--- config.mk ---
export PLATFORM = sky130hd
export DESIGN_NAME = prog_timer
export DESIGN_NICKNAME = d
export VERILOG_FILES = /design/src/rtl/prog_timer.sv
export SDC_FILE = /design/constraint.sdc
export NUM_CORES = 1
export LEC_CHECK = 0
export ABC_AREA = 1
export CAP_MARGIN = 20
export CORE_ASPECT_RATIO = 0.9
export CORE_MARGIN = 2
export CORE_UTILIZATION = 40
export DETAILED_ROUTE_END_ITERATION = 10
export PLACE_DENSITY = 0.62
export SYNTH_ARGS = -nofsm -noshare
export SYNTH_HDL_FRONTEND = slang
export SYNTH_SLANG_ARGS = --single-unit
--- constraint.sdc ---
create_clock -name clk -period 6.1 [get_ports clk]
set_clock_uncertainty 0.1 [all_clocks]
set_input_delay 1.22 -clock clk [delete_from_list [all_inputs] [get_ports clk]]
set_output_delay 1.22 -clock clk [all_outputs]
set_load 0.1 [all_outputs]
--- src/rtl/prog_timer.sv ---
// ---------------------------------------------------------------------------
// prog_timer -- programmable period timer with one-shot / auto-reload modes.
//
// A load strobe captures the period (max) and mode (periodic). While start
// is held the timer ticks once per cycle in RUN (or once per pre_reg+1 cycles
// when the prescaler is built in). At the last tick of each period it emits
// a registered single-cycle done pulse. One-shot mode then parks in EXPIRED
// until start drops. Dropping start during RUN pauses the count.
//
// Optional feature macro: PROG_TIMER_PRESCALE_EN
//   Adds the prescale input. The value is captured on load and stretches
//   every tick to prescale+1 cycles.
//
// Parameters
//   WIDTH      counter / period width in bits (2..32)
//   PRE_WIDTH  prescaler width in bits
// Ports
//   clk       in   sole clock, rising edge
//   reset     in   synchronous active-high reset
//   load      in   strobe: latch max/periodic(/prescale), clear count, go IDLE
//   max       in   period in ticks (sampled on load)
//   periodic  in   1 = auto-reload, 0 = one-shot (sampled on load)
//   start     in   level run-enable
//   prescale  in   tick divider minus one (PROG_TIMER_PRESCALE_EN only)
//   done      out  one-cycle pulse after each terminal tick
//   busy      out  high in RUN or PAUSE
//   expired   out  high in EXPIRED
//   count     out  current tick count
// ---------------------------------------------------------------------------
module prog_timer #(
  parameter int WIDTH     = 32,
  parameter int PRE_WIDTH = 8
) (
  input  logic                 clk,
  input  logic                 reset,
  input  logic                 load,
  input  logic [WIDTH-1:0]     max,
  input  logic                 periodic,
  input  logic                 start,
`ifdef PROG_TIMER_PRESCALE_EN
  input  logic [PRE_WIDTH-1:0] prescale,
`endif
  output logic                 done,
  output logic                 busy,
  output logic                 expired,
  output logic [WIDTH-1:0]     count
);

  typedef enum logic [1:0] {
    IDLE    = 2'd0,
    RUN     = 2'd1,
    PAUSE   = 2'd2,
    EXPIRED = 2'd3
  } state_e;

  state_e               state_q, state_d;
  logic [WIDTH-1:0]     count_q, count_d;
  logic [WIDTH-1:0]     max_q, max_d;
  logic                 mode_q, mode_d;
  logic                 done_q, done_d;
  logic                 busy_q, busy_d;
  logic                 expired_q, expired_d;
  // Without the prescaler, pre_q stays zero, so every RUN cycle is a tick.
  logic [PRE_WIDTH-1:0] pre_q, pre_d;
  logic [PRE_WIDTH-1:0] pre_cnt_q, pre_cnt_d;

  // Next-state, counter, prescaler and output decode.
  always_comb begin
    state_d   = state_q;
    count_d   = count_q;
    max_d     = max_q;
    mode_d    = mode_q;
    pre_d     = pre_q;
    pre_cnt_d = pre_cnt_q;
    done_d    = 1'b0;

    if (load) begin
      // Load overrides any transition, including a terminal tick.
      max_d     = max;
      mode_d    = periodic;
`ifdef PROG_TIMER_PRESCALE_EN
      pre_d     = prescale;
`else
      pre_d     = '0;
`endif
      pre_cnt_d = '0;
      count_d   = '0;
      state_d   = IDLE;
    end else begin
      case (state_q)
        IDLE: begin
          // A zero period never starts, so it can never produce done.
          if (start && (max_q != '0)) begin
            state_d = RUN;
          end else begin
            state_d = IDLE;
          end
        end
        RUN: begin
          if (!start) begin
            // Pause edge is not a tick; count and prescaler are frozen.
            state_d = PAUSE;
          end else if (pre_cnt_q != pre_q) begin
            pre_cnt_d = pre_cnt_q + PRE_WIDTH'(1);
          end else begin
            pre_cnt_d = '0;
            if (count_q == (max_q - WIDTH'(1))) begin
              count_d = '0;
              done_d  = 1'b1;
              if (mode_q) begin
                state_d = RUN;
              end else begin
                state_d = EXPIRED;
              end
            end else begin
              count_d = count_q + WIDTH'(1);
            end
          end
        end
        PAUSE: begin
          if (start) begin
            state_d = RUN;
          end else begin
            state_d = PAUSE;
          end
        end
        EXPIRED: begin
          // One-shot re-arms only after start is released.
          if (!start) begin
            state_d = IDLE;
          end else begin
            state_d = EXPIRED;
          end
        end
        default: begin
          state_d   = IDLE;
          count_d   = '0;
          pre_cnt_d = '0;
        end
      endcase
    end

    busy_d    = (state_d == RUN) || (state_d == PAUSE);
    expired_d = (state_d == EXPIRED);
  end

  // State and output registers with synchronous reset.
  always_ff @(posedge clk) begin
    if (reset) begin
      state_q   <= IDLE;
      count_q   <= '0;
      max_q     <= '0;
      mode_q    <= 1'b0;
      pre_q     <= '0;
      pre_cnt_q <= '0;
      done_q    <= 1'b0;
      busy_q    <= 1'b0;
      expired_q <= 1'b0;
    end else begin
      state_q   <= state_d;
      count_q   <= count_d;
      max_q     <= max_d;
      mode_q    <= mode_d;
      pre_q     <= pre_d;
      pre_cnt_q <= pre_cnt_d;
      done_q    <= done_d;
      busy_q    <= busy_d;
      expired_q <= expired_d;
    end
  end

  assign done    = done_q;
  assign busy    = busy_q;
  assign expired = expired_q;
  assign count   = count_q;

endmodule

# After elaboration in Yosys (flattened, before gate mapping)
# Cells that the tools add are included.
dict set report op_classes {
  n_eq_ne 7
  muxes 12
  n_addsub 3
  bitwise 3
  reduce_logical 9
}
# cell count
set op_table {}
lappend op_table {{$add 32x1->32 const B} 1}
lappend op_table {{$eq 32x32->1} 1}
lappend op_table {{$mux 32} 1}
lappend op_table {{$reduce_bool 32->1} 1}
lappend op_table {{$sub 32x1->32 const B} 1}
lappend op_table {{$mux 2} 7}
lappend op_table {{$add 8x1->8 const B} 1}
lappend op_table {{$eq 2x2->1 const B} 4}
lappend op_table {{$mux 8} 1}
lappend op_table {{$pmux 2 s4} 1}
lappend op_table {{$reduce_bool 8->1} 1}
lappend op_table {{$reduce_or 5->1} 1}
lappend op_table {{$eq 2x1->1 const B} 2}
lappend op_table {{$not 1->1} 3}
lappend op_table {{$reduce_and 3->1} 1}
lappend op_table {{$logic_not 2->1} 1}
lappend op_table {{$mux 1} 2}
lappend op_table {{$reduce_and 2->1} 1}
lappend op_table {{$reduce_or 2->1} 1}
lappend op_table {{$logic_and 1x1->1} 1}
lappend op_table {{$logic_or 1x1->1} 1}
dict set report word_totals {
  out_inout_bits 35
  ff_bits 78
}

# Logic depth before layout (Yosys ltp)
# Gate-level depths: netlist of the first run.
dict set report logic_depth {
  word_depth 9
  ltp_mapped 20
  mapped_depth_nobuf 20
}

# Worst setup path after synthesis of the first run
# No wires, ideal clock.
dict set report synth_timing {
  path_type {input to register}
  start {input port start}
  end {register count_q[19], in the netlist count[19]}
  required_ns 5.933
  setup_ns 0.067
  n_path_buf 0
  path_stages 13
  slack_ns 3.085
  arrival_time_ns 2.848
  path_cell_list {inv_1 nor3_4 inv_2 nor2_4 inv_2 nor2_2 nand3_1 nor2_1 nand2_1 nor2_2 nand4_1 xor2_1 nor2_1}
}
dict set report synth_via {
  elab_chain_cells 1
}
# item line_no
set synth_rtl {}
lappend synth_rtl {{from (decl)} 39} ;# input logic start,
lappend synth_rtl {{$reduce_and 3->1 (no line)} n/a}
lappend synth_rtl {{to (signal assigned)} 161} ;# count_q <= count_d;
lappend synth_rtl {{to (decl)} 57} ;# logic [WIDTH-1:0] count_q, count_d;
# No other way between the ends.
# A chain may end at the register's enable or synchronous reset.

# Worst setup path after layout of the first run
dict set report layout_timing {
  start {input port start}
  end {register count_q[24], in the netlist count[24]}
}
# The elaborated chain is that of the path after synthesis.

==> metrics.cfg, run 1 <==
[outcome]
outcome = completed

[drt]
drtAntennaViolNets = 0
dr.pass1.iters = 5
wl_um = 15400
num_vias = 5365
wl_per_cell_um = 14.3
drt_iter0_drc = 368
vias_per_cell = 5.00
drc = 0

[critical_path]
critPathMaxStageDelay_ns = 0.47
cp-startpoint = start
r2r-start = max_q[0]$_SDFFE_PP0P_
r2r_setup_slack_ns = 2.79
r2r_end = count[19]$_SDFFE_PP0P_
criticalPathCategory = in2reg
crit_end = count[24]$_SDFFE_PP0P_
critPathMaxFanout = 6
critPathSlowestCell = clkdlybuf4s50_1
r2r_cells = 15
end_kind = flop
start_kind = input pin
worstPathArrival_ns = 3.72
worstPathRequired_ns = 6.25
cp_cell_sequence = clkdlybuf4s50_1, inv_1, nor3_4, nand4_1, nor2_1, nand4_1, nor3_1, nand2_1, nor2_1, nand2_1, nand2_1, nor2_1, nand2_1, inv_1
crit_path_frequent_cell = nand2_1

[floorplan]
start_util = 0.411
die_w_um = 125
core_area_mm2 = 0.0128
die_area_mm2 = 0.0141
die_h_um = 113
pin_count = 72
rows = 39

[sta]
fmax_ghz = 0.280
drv_slew = 0
hold_viol = 0
relSlewSlack = 0.326
timing.final.crit_share = 0.584
min_period_ns = 3.57
setup_violations = 0
fin_tns_setup_ns = 0
worst_slew_pin_slew_ns = 1.01
rsz0062_at_grt = no

[cts]
cts_tree = done
clock_latency_ns = 0.35
ctsHoldBuffers = 0
ctsLongestPathBuffers = 2
ctsRootBufferMaster = clkbuf_16
cts_sinks = 78
post-cts-setup-buffers = 0
htreeDepth = 3
path_clk_slew_ns = 0.06
numCtsBuffers = 9
cts_resized = 0

[synthesis]
synth.distinct_cells = 37
ys_warn_count = 0
syn_avg_cell_area_um2 = 6.29
synth_flop_cell = dfxtp_1
synth-seq-cells = 78
synth_seq_area_share = 0.297
syn_area_mm2 = 0.00526
synth-edff-count = 0
syn_nets = 878
synth_cells = 835
async_reset_ff_frac = 0

[layout]
final_util = 0.504
layout-drive-gt1-share = 0.0946
syn2layout_area_growth_pct = 22.6
n_fill_cell = 1375
final_cell_mix = nand2_1, nor2_1, inv_1
final_common_cell = nand2_1
nets = 947
num_antenna_cells = 0

[global_routing]
antenna_found_initial = 0
grt_busiest_layer = met2
grt-ovfl-total = 0
grt_pass1_wl_um = 25200
grt_pass1_vias = 5014
grt_usage = 0.225
grt_max_degree = 38
use_met1 = 0.306
grt.met3_usage = 0.0416
gr-usage-met2 = 0.364

[power_and_ir_drop]
p_leak_nw = 2.67
powerDensity_mw_per_mm2 = 212
peakVddDrop_mv = 0.112

[place]
gp_congestion = 0.925
dp_hpwl_um = 12300
port_buffers = 71

[min_path]
min_path_type = reg2reg
worstHoldPathCells = 1

[run]
max-cap-violations = 0

==> per-layer routing <==
metal | share of wire | up-vias | wire (um)
li1 | - | 2785 | -
met1 | 0.48 | 2427 | 7380
met2 | 0.44 | 130 | 6790
met3 | 0.056 | 23 | 863
met4 | 0.021 | 0 | 322
met5 | 0 | - | 0
==> synth_stat cells, types with 2 or more instances <==
cell type | n | share of area
nor4_1 | 7 | 0.0083
nand4_1 | 15 | 0.018
and3_1 | 3 | 0.0036
xnor3_1 | 2 | 0.0086
nand3_1 | 52 | 0.050
dfxtp_1 | 78 | 0.30
inv_2 | 5 | 0.0036
o21ai_1 | 4 | 0.0038
nor3_1 | 19 | 0.018
nor2_8 | 2 | 0.0076
ha_1 | 6 | 0.014
nor2_1 | 158 | 0.11
or2_2 | 5 | 0.0060
nor3b_1 | 2 | 0.0029
buf_6 | 2 | 0.0043
nand2_2 | 7 | 0.0083
nand2_1 | 185 | 0.13
o21ai_0 | 55 | 0.052
xnor2_1 | 13 | 0.022
nor2_4 | 5 | 0.011
xor2_1 | 29 | 0.048
clkbuf_1 | 14 | 0.010
nand2_4 | 3 | 0.0064
nor2_2 | 36 | 0.043
a21oi_1 | 24 | 0.023
inv_1 | 93 | 0.066
==> worst min-delay path by stage <==
| stage | start | end |
|---|---|---|
| 5_1_grt | pre_cnt_q[7]$_SDFFE_PP0P_ | pre_cnt_q[7]$_SDFFE_PP0P_ |
| 4_1_cts | pre_cnt_q[7]$_SDFFE_PP0P_ | pre_cnt_q[7]$_SDFFE_PP0P_ |
| 2_1_floorplan | pre_cnt_q[7]$_SDFFE_PP0P_ | pre_cnt_q[7]$_SDFFE_PP0P_ |
| 6_report | pre_cnt_q[7]$_SDFFE_PP0P_ | pre_cnt_q[7]$_SDFFE_PP0P_ |
| 3_5_place_dp | pre_cnt_q[7]$_SDFFE_PP0P_ | pre_cnt_q[7]$_SDFFE_PP0P_ |
| 3_3_place_gp | pre_cnt_q[7]$_SDFFE_PP0P_ | pre_cnt_q[7]$_SDFFE_PP0P_ |
==> per-stage QoR <==
step	area (um^2)	setup slack [ns]	total power, mW	hold slack [ns]	std cells
detailed placement	6120	2.20	0.783	0.342	1057
global route	6440	2.20	1.43	0.394	1073
floorplan	5260	3.08	0.714	0.323	835
CTS	6440	2.56	1.37	0.351	1073
global placement	6120	2.32	0.782	0.335	1057
finish	6440	2.53	1.36	0.350	1073
==> registers in the layout (all words and copies together), names as in the netlist <==
| signal | count |
|---|---|
| busy | 1 |
| count | 32 |
| done | 1 |
| expired | 1 |
| max_q | 32 |
| mode_q | 1 |
| pre_cnt_q | 8 |
| state_q | 2 |
==> final cells by class <==
class	count	area, um^2	share of cell area
Multi-Input combinational cell	643	3250	0.505
Inverter	98	368	0.0571
Clock inverter	6	85.1	0.0132
Clock buffer	10	239	0.0371
Tap cell	164	205	0.0318
Sequential cell	78	1560	0.242
Timing Repair Buffer	74	733	0.114
==> power by group <==
group	internal, mW	switching, mW	total (mW)
logic	0.0856	0.140	0.225
clock network	0.368	0.222	0.590
registers	0.526	0.0220	0.548
total	0.979	0.384	1.36
==> cells by family after synthesis <==
group / share of synthesized area
AO/OA/AOI/OAI: 0.0924
XOR/XNOR: 0.0786
adder cells (fa/ha/maj): 0.0143
buffers and inverters: 0.0843
flip-flops: 0.297
AND/OR/NAND/NOR: 0.433
==> critical path: cells and delay by family <==
kind	cells	cell delay, ns
buffers and inverters	3	0.61
AND/OR/NAND/NOR	11	1.89
Note: power is estimated with default switching activity, not from simulation.
==> run 2: changes to the inputs <==
--- a/config.mk
+++ b/config.mk
@@ -11,7 +11,7 @@
 export CORE_MARGIN = 2
 export CORE_UTILIZATION = 40
 export DETAILED_ROUTE_END_ITERATION = 10
-export PLACE_DENSITY = 0.62
+export PLACE_DENSITY = 0.65
 export SYNTH_ARGS = -nofsm -noshare
 export SYNTH_HDL_FRONTEND = slang
 export SYNTH_SLANG_ARGS = --single-unit
==> constraint.sdc (replaced) <==
create_clock -name clk -period 2.9 [get_ports clk]
set_clock_uncertainty 0.1 [all_clocks]
set_input_delay 0.58 -clock clk [delete_from_list [all_inputs] [get_ports clk]]
set_output_delay 0.58 -clock clk [all_outputs]
set_load 0.1 [all_outputs]
==> run 2 against run 1 <==
Critical path depth decreased by 1. Hold slack better by 0.0041 ns. Largest cell class unchanged. Non-clock buffer count rose by 29. First-iteration DRC count grew 6.3%.
==> metrics.cfg, run 2 (synthesis gave the netlist of run 1 again) <==
[drt]
wl_um = 15800  ; +3.0%
vias_per_cell = 4.96  ; -0.85%
drtAntennaViolNets = 0  ; unchanged
drc = 0  ; unchanged
dr.pass1.iters = 5  ; unchanged
drt_iter0_drc = 391  ; +6.3%
wl_per_cell_um = 14.4  ; +0.35%
num_vias = 5458  ; +1.7%

[critical_path]
critPathMaxFanout = 8  ; +2
end_kind = flop
critPathBufInv = 2  ; -1
critPathMaxStageDelay_ns = 0.32  ; -0.15 ns
path_delay_family = simple AND/OR/NAND/NOR gates
worstPathArrival_ns = 2.78  ; -0.94 ns
start_kind = flop
crit_path_frequent_cell = nor2_1
worstPathRequired_ns = 3.02  ; -3.23 ns
criticalPathCategory = reg2reg
cp_cell_sequence = inv_1, ha_2, nand2_4, nor2_8, buf_4, xor2_1, or2_2, nand4_1, or2_2, nor2_1, nand3_1, nor2_1, nor2_1
critPathSlowestCell = or2_2

[place]
dp_hpwl_um = 12700  ; +3.2%
pre_cts_slack_ns = -0.0179  ; -2.22 ns
gp_congestion = 0.980  ; +6.0%
port_buffers = 71  ; unchanged

[power_and_ir_drop]
p_leak_nw = 2.88  ; +7.8%
peakVddDrop_mv = 0.297  ; +170%
powerDensity_mw_per_mm2 = 419  ; +98%
p_total_mw = 2.75  ; +100%

[global_routing]
grt_max_degree = 48  ; +26%
grt-ovfl-total = 0  ; unchanged
grt_pass1_wl_um = 25700  ; +1.9%
grt_usage = 0.230  ; +0.00448
grt_pass1_vias = 5189  ; +3.5%
antenna_found_initial = 0  ; unchanged

[floorplan]
start_util = 0.411  ; unchanged
die_area_mm2 = 0.0141  ; unchanged
pin_count = 72  ; unchanged
die_w_um = 125  ; unchanged
core_area_mm2 = 0.0128  ; unchanged
die_h_um = 113  ; unchanged
rows = 39  ; unchanged

[min_path]
min_path_type = reg2reg

[cts]
cts_tree = done
ctsLongestPathBuffers = 2  ; unchanged
ctsHoldBuffers = 0  ; unchanged
ctsRootBufferMaster = clkbuf_16
htreeDepth = 3  ; unchanged
cts_sinks = 78  ; unchanged
path_clk_slew_ns = 0.06  ; about the same
numCtsBuffers = 9  ; unchanged
clock_latency_ns = 0.35  ; about the same

[layout]
final_util = 0.514  ; +0.00959
n_fill_cell = 1347  ; -2.0%
regArea_mm2 = 0.00156  ; unchanged
multi_input_area_mm2 = 0.00328  ; +0.81%
num_antenna_cells = 0  ; unchanged
layout-drive-gt1-share = 0.163  ; +0.0687
syn2layout_area_growth_pct = 24.9
nets = 977  ; +3.2%
final_cell_mix = nand2_1, nor2_1, inv_1
final_common_cell = nand2_1

[sta]
fin_ws_ns = 0.245  ; -2.29 ns
setup_violations = 0  ; unchanged
min_period_ns = 2.66
relSlewSlack = 0.719  ; +0.393
timing.final.crit_share = 0.916
fin_tns_setup_ns = 0  ; unchanged
hold_viol = 0  ; unchanged
worst_slew_pin_slew_ns = 0.422  ; -0.586 ns
rsz0062_at_grt = no
holdWs_ns = 0.354  ; +0.00407 ns
drv_slew = 0  ; unchanged
fmax_ghz = 0.377

[run]
max-cap-violations = 0  ; unchanged

[outcome]
outcome = completed

## run 2: cell types whose count changed in the layout (fill, tap and decap cells not counted), moves of 2 or more
| cell | change |
|---|---|
| buf_4 | +63 |
| clkdlybuf4s50_1 | -35 |
| nor2_1 | -2 |
| nor2_4 | +2 |
## run 2: final cells by class
class,count,area share
multi-input cells,644,0.499
clock buffers,9,0.0343
inverters,98,0.0560
clock inverters,5,0.00800
flip-flops and latches,78,0.238
well taps,164,0.0313
repair buffers,103,0.133
## run 2: worst paths after layout
path	from	endpoint	slack [ns]	depth (start not counted)
max	max_q[1]$_SDFFE_PP0P_	count[28]$_SDFFE_PP0P_	0.24	13
min	pre_cnt_q[7]$_SDFFE_PP0P_	pre_cnt_q[7]$_SDFFE_PP0P_	0.35	1
max reg2reg	max_q[1]$_SDFFE_PP0P_	count[28]$_SDFFE_PP0P_	0.24	13
min reg2reg	pre_cnt_q[7]$_SDFFE_PP0P_	pre_cnt_q[7]$_SDFFE_PP0P_	0.35	1
## run 2: per-stage QoR
step | std cells | area (um^2)
floorplan | 835 | 5260
global placement | 1082 | 6230
detailed placement | 1082 | 6230
CTS | 1096 | 6510
global route | 1101 | 6570
finish | 1101 | 6570
## run 2: repair_timing
| action | in CTS | in global routing |
|---|---|---|
| gates resized for setup | 0 | 5 |
| setup endpoints to repair | 0 | 4 |
| setup buffers | 0 | 4 |
## run 2: power by group
group          leakage, nW  switching, mW  internal [mW]  total [mW]
Combinational         2.11          0.306          0.204       0.511
Sequential           0.637         0.0466           1.11        1.15
Clock                0.137          0.439          0.651        1.09
## run 2: layer usage
metal,share of wire,global-route usage,wire [um],up-vias
li1,-,-,-,2844
met1,0.49,0.309,7700,2444
met2,0.44,0.370,6910,146
met3,0.053,0.0525,832,24
met4,0.023,0.0719,367,0
met5,0,0,0,-
==> run 3: changes to the inputs <==
--- a/config.mk
+++ b/config.mk
@@ -11,7 +11,8 @@
 export CORE_MARGIN = 2
 export CORE_UTILIZATION = 40
 export DETAILED_ROUTE_END_ITERATION = 10
-export PLACE_DENSITY = 0.65
+export DONT_BUFFER_PORTS = 1
+export PLACE_DENSITY = 0.57
 export SYNTH_ARGS = -nofsm -noshare
 export SYNTH_HDL_FRONTEND = slang
 export SYNTH_SLANG_ARGS = --single-unit
==> run 3 against run 2 <==
Sequential share of layout area increased by 1.7 points. Routed wire length increased by 5.9%. Global-route usage increased by 1.3 points. First-iteration DRC count decreased by 21%. Sequential power about the same. Register-to-register slack got worse by 0.03 ns. Setup slack got worse by 0.033 ns. Clock power increased by 20%. Core utilization decreased by 3.4 points. Total power increased by 5.8%.
==> metrics.cfg, run 3 (synthesis gave the netlist of run 1 again) <==
[outcome]
outcome = completed

[floorplan]
start_util = 0.411  ; unchanged
die_area_mm2 = 0.0141  ; unchanged
pin_count = 72  ; unchanged
die_h_um = 113  ; unchanged
core_area_mm2 = 0.0128  ; unchanged
die_w_um = 125  ; unchanged
rows = 39  ; unchanged

[critical_path]
r2r-start = max_q[0]$_SDFFE_PP0P_
end_kind = flop
cp_cell_sequence = inv_2, ha_4, nand2_4, nor2_4, nand2_4, o21ai_2, nand2_1, nand2_2, nand2_1, nor2_1, nand2_1, nor2_2, nand3_1, nand2_1, nand2_1, a21oi_1, ha_1, inv_1, nor2_1
critPathMaxFanout = 8  ; unchanged
crit_path_frequent_cell = nand2_1
r2r_setup_slack_ns = 0.21  ; -0.03 ns
critPathSlowestCell = dfxtp_1
r2r_end = busy$_SDFF_PP0_
critPathBufInv = 2  ; unchanged
start_kind = flop
critPathMaxStageDelay_ns = 0.32  ; about the same
criticalPathCategory = reg2reg
worstPathArrival_ns = 2.84  ; +0.06 ns
r2r_cells = 19  ; +6
worstPathRequired_ns = 3.05  ; +0.03 ns
path_delay_family = simple AND/OR/NAND/NOR gates

[min_path]
min_from = reset
min_path_type = in2reg
hold_end = expired$_SDFF_PP0_
worstHoldPathCells = 1  ; unchanged

[sta]
drv_slew = 0  ; unchanged
hold_viol = 0  ; unchanged
holdWs_ns = 0.194  ; -0.160 ns
timing.final.crit_share = 0.927  ; +0.0115
fmax_ghz = 0.372  ; -1.2%
worst_slew_pin_slew_ns = 0.972  ; +0.550 ns
setup_violations = 0  ; unchanged
fin_ws_ns = 0.211  ; -0.0332 ns
relSlewSlack = 0.351  ; -0.368
min_period_ns = 2.69  ; +0.0332 ns

[power_and_ir_drop]
p_int_mw = 2.09  ; +6.8%
p_leak_nw = 2.68  ; -7.0%
switching_share = 0.281  ; -0.00627
p_total_mw = 2.91  ; +5.8%
power.switching_mw = 0.820  ; +3.5%
p_clk_frac = 0.449  ; +0.053
powerDensity_mw_per_mm2 = 475  ; +13%
peakVddDrop_mv = 0.301  ; +1.3%
p_comb_frac = 0.154  ; -0.031
seqPwrFrac = 0.398  ; -0.021

[place]
gp_congestion = 0.948  ; -3.3%
dp_cells = 1027  ; -5.1%
pre_cts_slack_ns = -0.0231  ; -0.00520 ns
place_area_mm2 = 0.00573  ; -8.1%
port_buffers = 0  ; -100%
dp_hpwl_um = 13700  ; +8.0%

[drt]
wl_um = 16700  ; +5.9%
drtAntennaViolNets = 0  ; unchanged
wl_per_cell_um = 16.0  ; +11%
vias_per_cell = 5.06  ; +2.1%
drc = 0  ; unchanged
dr.pass1.iters = 5  ; unchanged
num_vias = 5294  ; -3.0%
drt_iter0_drc = 307  ; -21%

[layout]
num_antenna_cells = 0  ; unchanged
syn2layout_area_growth_pct = 16.8
fin_cells = 1046  ; -5.0%
final_cell_mix = nand2_1, nor2_1, inv_1
nets = 920  ; -5.8%
layout-drive-gt1-share = 0.160  ; -0.00342
multi_input_area_mm2 = 0.00331  ; +0.88%
regArea_mm2 = 0.00156  ; unchanged
final_common_cell = nand2_1
n_fill_cell = 1357  ; +0.74%
finish.instance_area_mm2 = 0.00614  ; -6.5%

[cts]
ctsRootBufferMaster = clkbuf_16
ctsLongestPathBuffers = 2  ; unchanged
numCtsBuffers = 9  ; unchanged
cts_sinks = 78  ; unchanged
ctsHoldBuffers = 0  ; unchanged
cts_tree = done
htreeDepth = 3  ; unchanged
clock_latency_ns = 0.35  ; about the same
path_clk_slew_ns = 0.06  ; about the same

[global_routing]
antenna_found_initial = 0  ; unchanged
grt_pass1_wl_um = 26900  ; +4.7%
grt-ovfl-total = 0  ; unchanged
grt_max_degree = 40  ; -17%
grt_usage = 0.243  ; +0.0134
grt_pass1_vias = 5234  ; +0.87%

[run]
max-cap-violations = 0  ; unchanged

## run 3: metal layers
metal / GRT usage / wire length, um / vias up
li1: - / - / 2738
met1: 0.309 / 7620 / 2409
met2: 0.414 / 7850 / 123
met3: 0.0501 / 867 / 24
met4: 0.0852 / 403 / 0
met5: 0 / 0 / -
## run 3: area by class of cell
type,count,share of cell area
well taps,164,0.0334
multi-input cells,644,0.539
flip-flops and latches,78,0.254
repair buffers,46,0.0583
inverters,98,0.0599
clock buffers,9,0.0367
clock inverters,7,0.0183
## run 3: through the flow
step | util | setup TNS (ns)
after global routing | 0.480 | -0.0173
after floorplan | - | 0
after global placement | 0.448 | -0.00669
after detailed placement | 0.448 | -0.0231
final | 0.480 | 0
after CTS | 0.475 | 0
## run 3: what timing repair did
| action | in CTS | in global routing |
|---|---|---|
| cloned | 0 | 1 |
| setup buffers | 0 | 2 |
| resized for setup | 1 | 13 |
| endpoints found under the setup margin | 1 | 34 |
| pin swaps | 0 | 2 |
## run 3: how the worst max path moves through the flow
stage / from / slack [ns] / endpoint / depth (start not counted)
3_5_place_dp: max_q[0]$_SDFFE_PP0P_ / -0.02 / busy$_SDFF_PP0_ / 19
2_1_floorplan: count[1]$_SDFFE_PP0P_ / 0.07 / count[24]$_SDFFE_PP0P_ / 12
6_report: max_q[0]$_SDFFE_PP0P_ / 0.21 / busy$_SDFF_PP0_ / 19
4_1_cts: max_q[0]$_SDFFE_PP0P_ / 0.03 / busy$_SDFF_PP0_ / 19
3_3_place_gp: max_q[0]$_SDFFE_PP0P_ / -0.007 / busy$_SDFF_PP0_ / 19
5_1_grt: max_q[0]$_SDFFE_PP0P_ / -0.02 / busy$_SDFF_PP0_ / 19
## run 3: worst register-to-register path, stage by stage, from the launching register on
cell	delay (ns)
dfxtp_1	0.32
inv_2	0.12
ha_4	0.17
nand2_4	0.12
nor2_4	0.23
nand2_4	0.10
o21ai_2	0.17
nand2_1	0.08
nand2_2	0.11
nand2_1	0.07
nor2_1	0.13
nand2_1	0.08
nor2_2	0.11
nand3_1	0.10
nand2_1	0.07
nand2_1	0.06
a21oi_1	0.13
ha_1	0.24
inv_1	0.05
nor2_1	0.03
## run 3: power by group through the flow
stage          sequential, mW  clock (mW)  combinational, mW
6_report                 1.16        1.31              0.448
5_1_grt                  1.16        1.36              0.504
4_1_cts                  1.16        1.33              0.426
3_5_place_dp             1.18           0              0.423
3_3_place_gp             1.18           0              0.421
2_1_floorplan            1.17           0              0.334
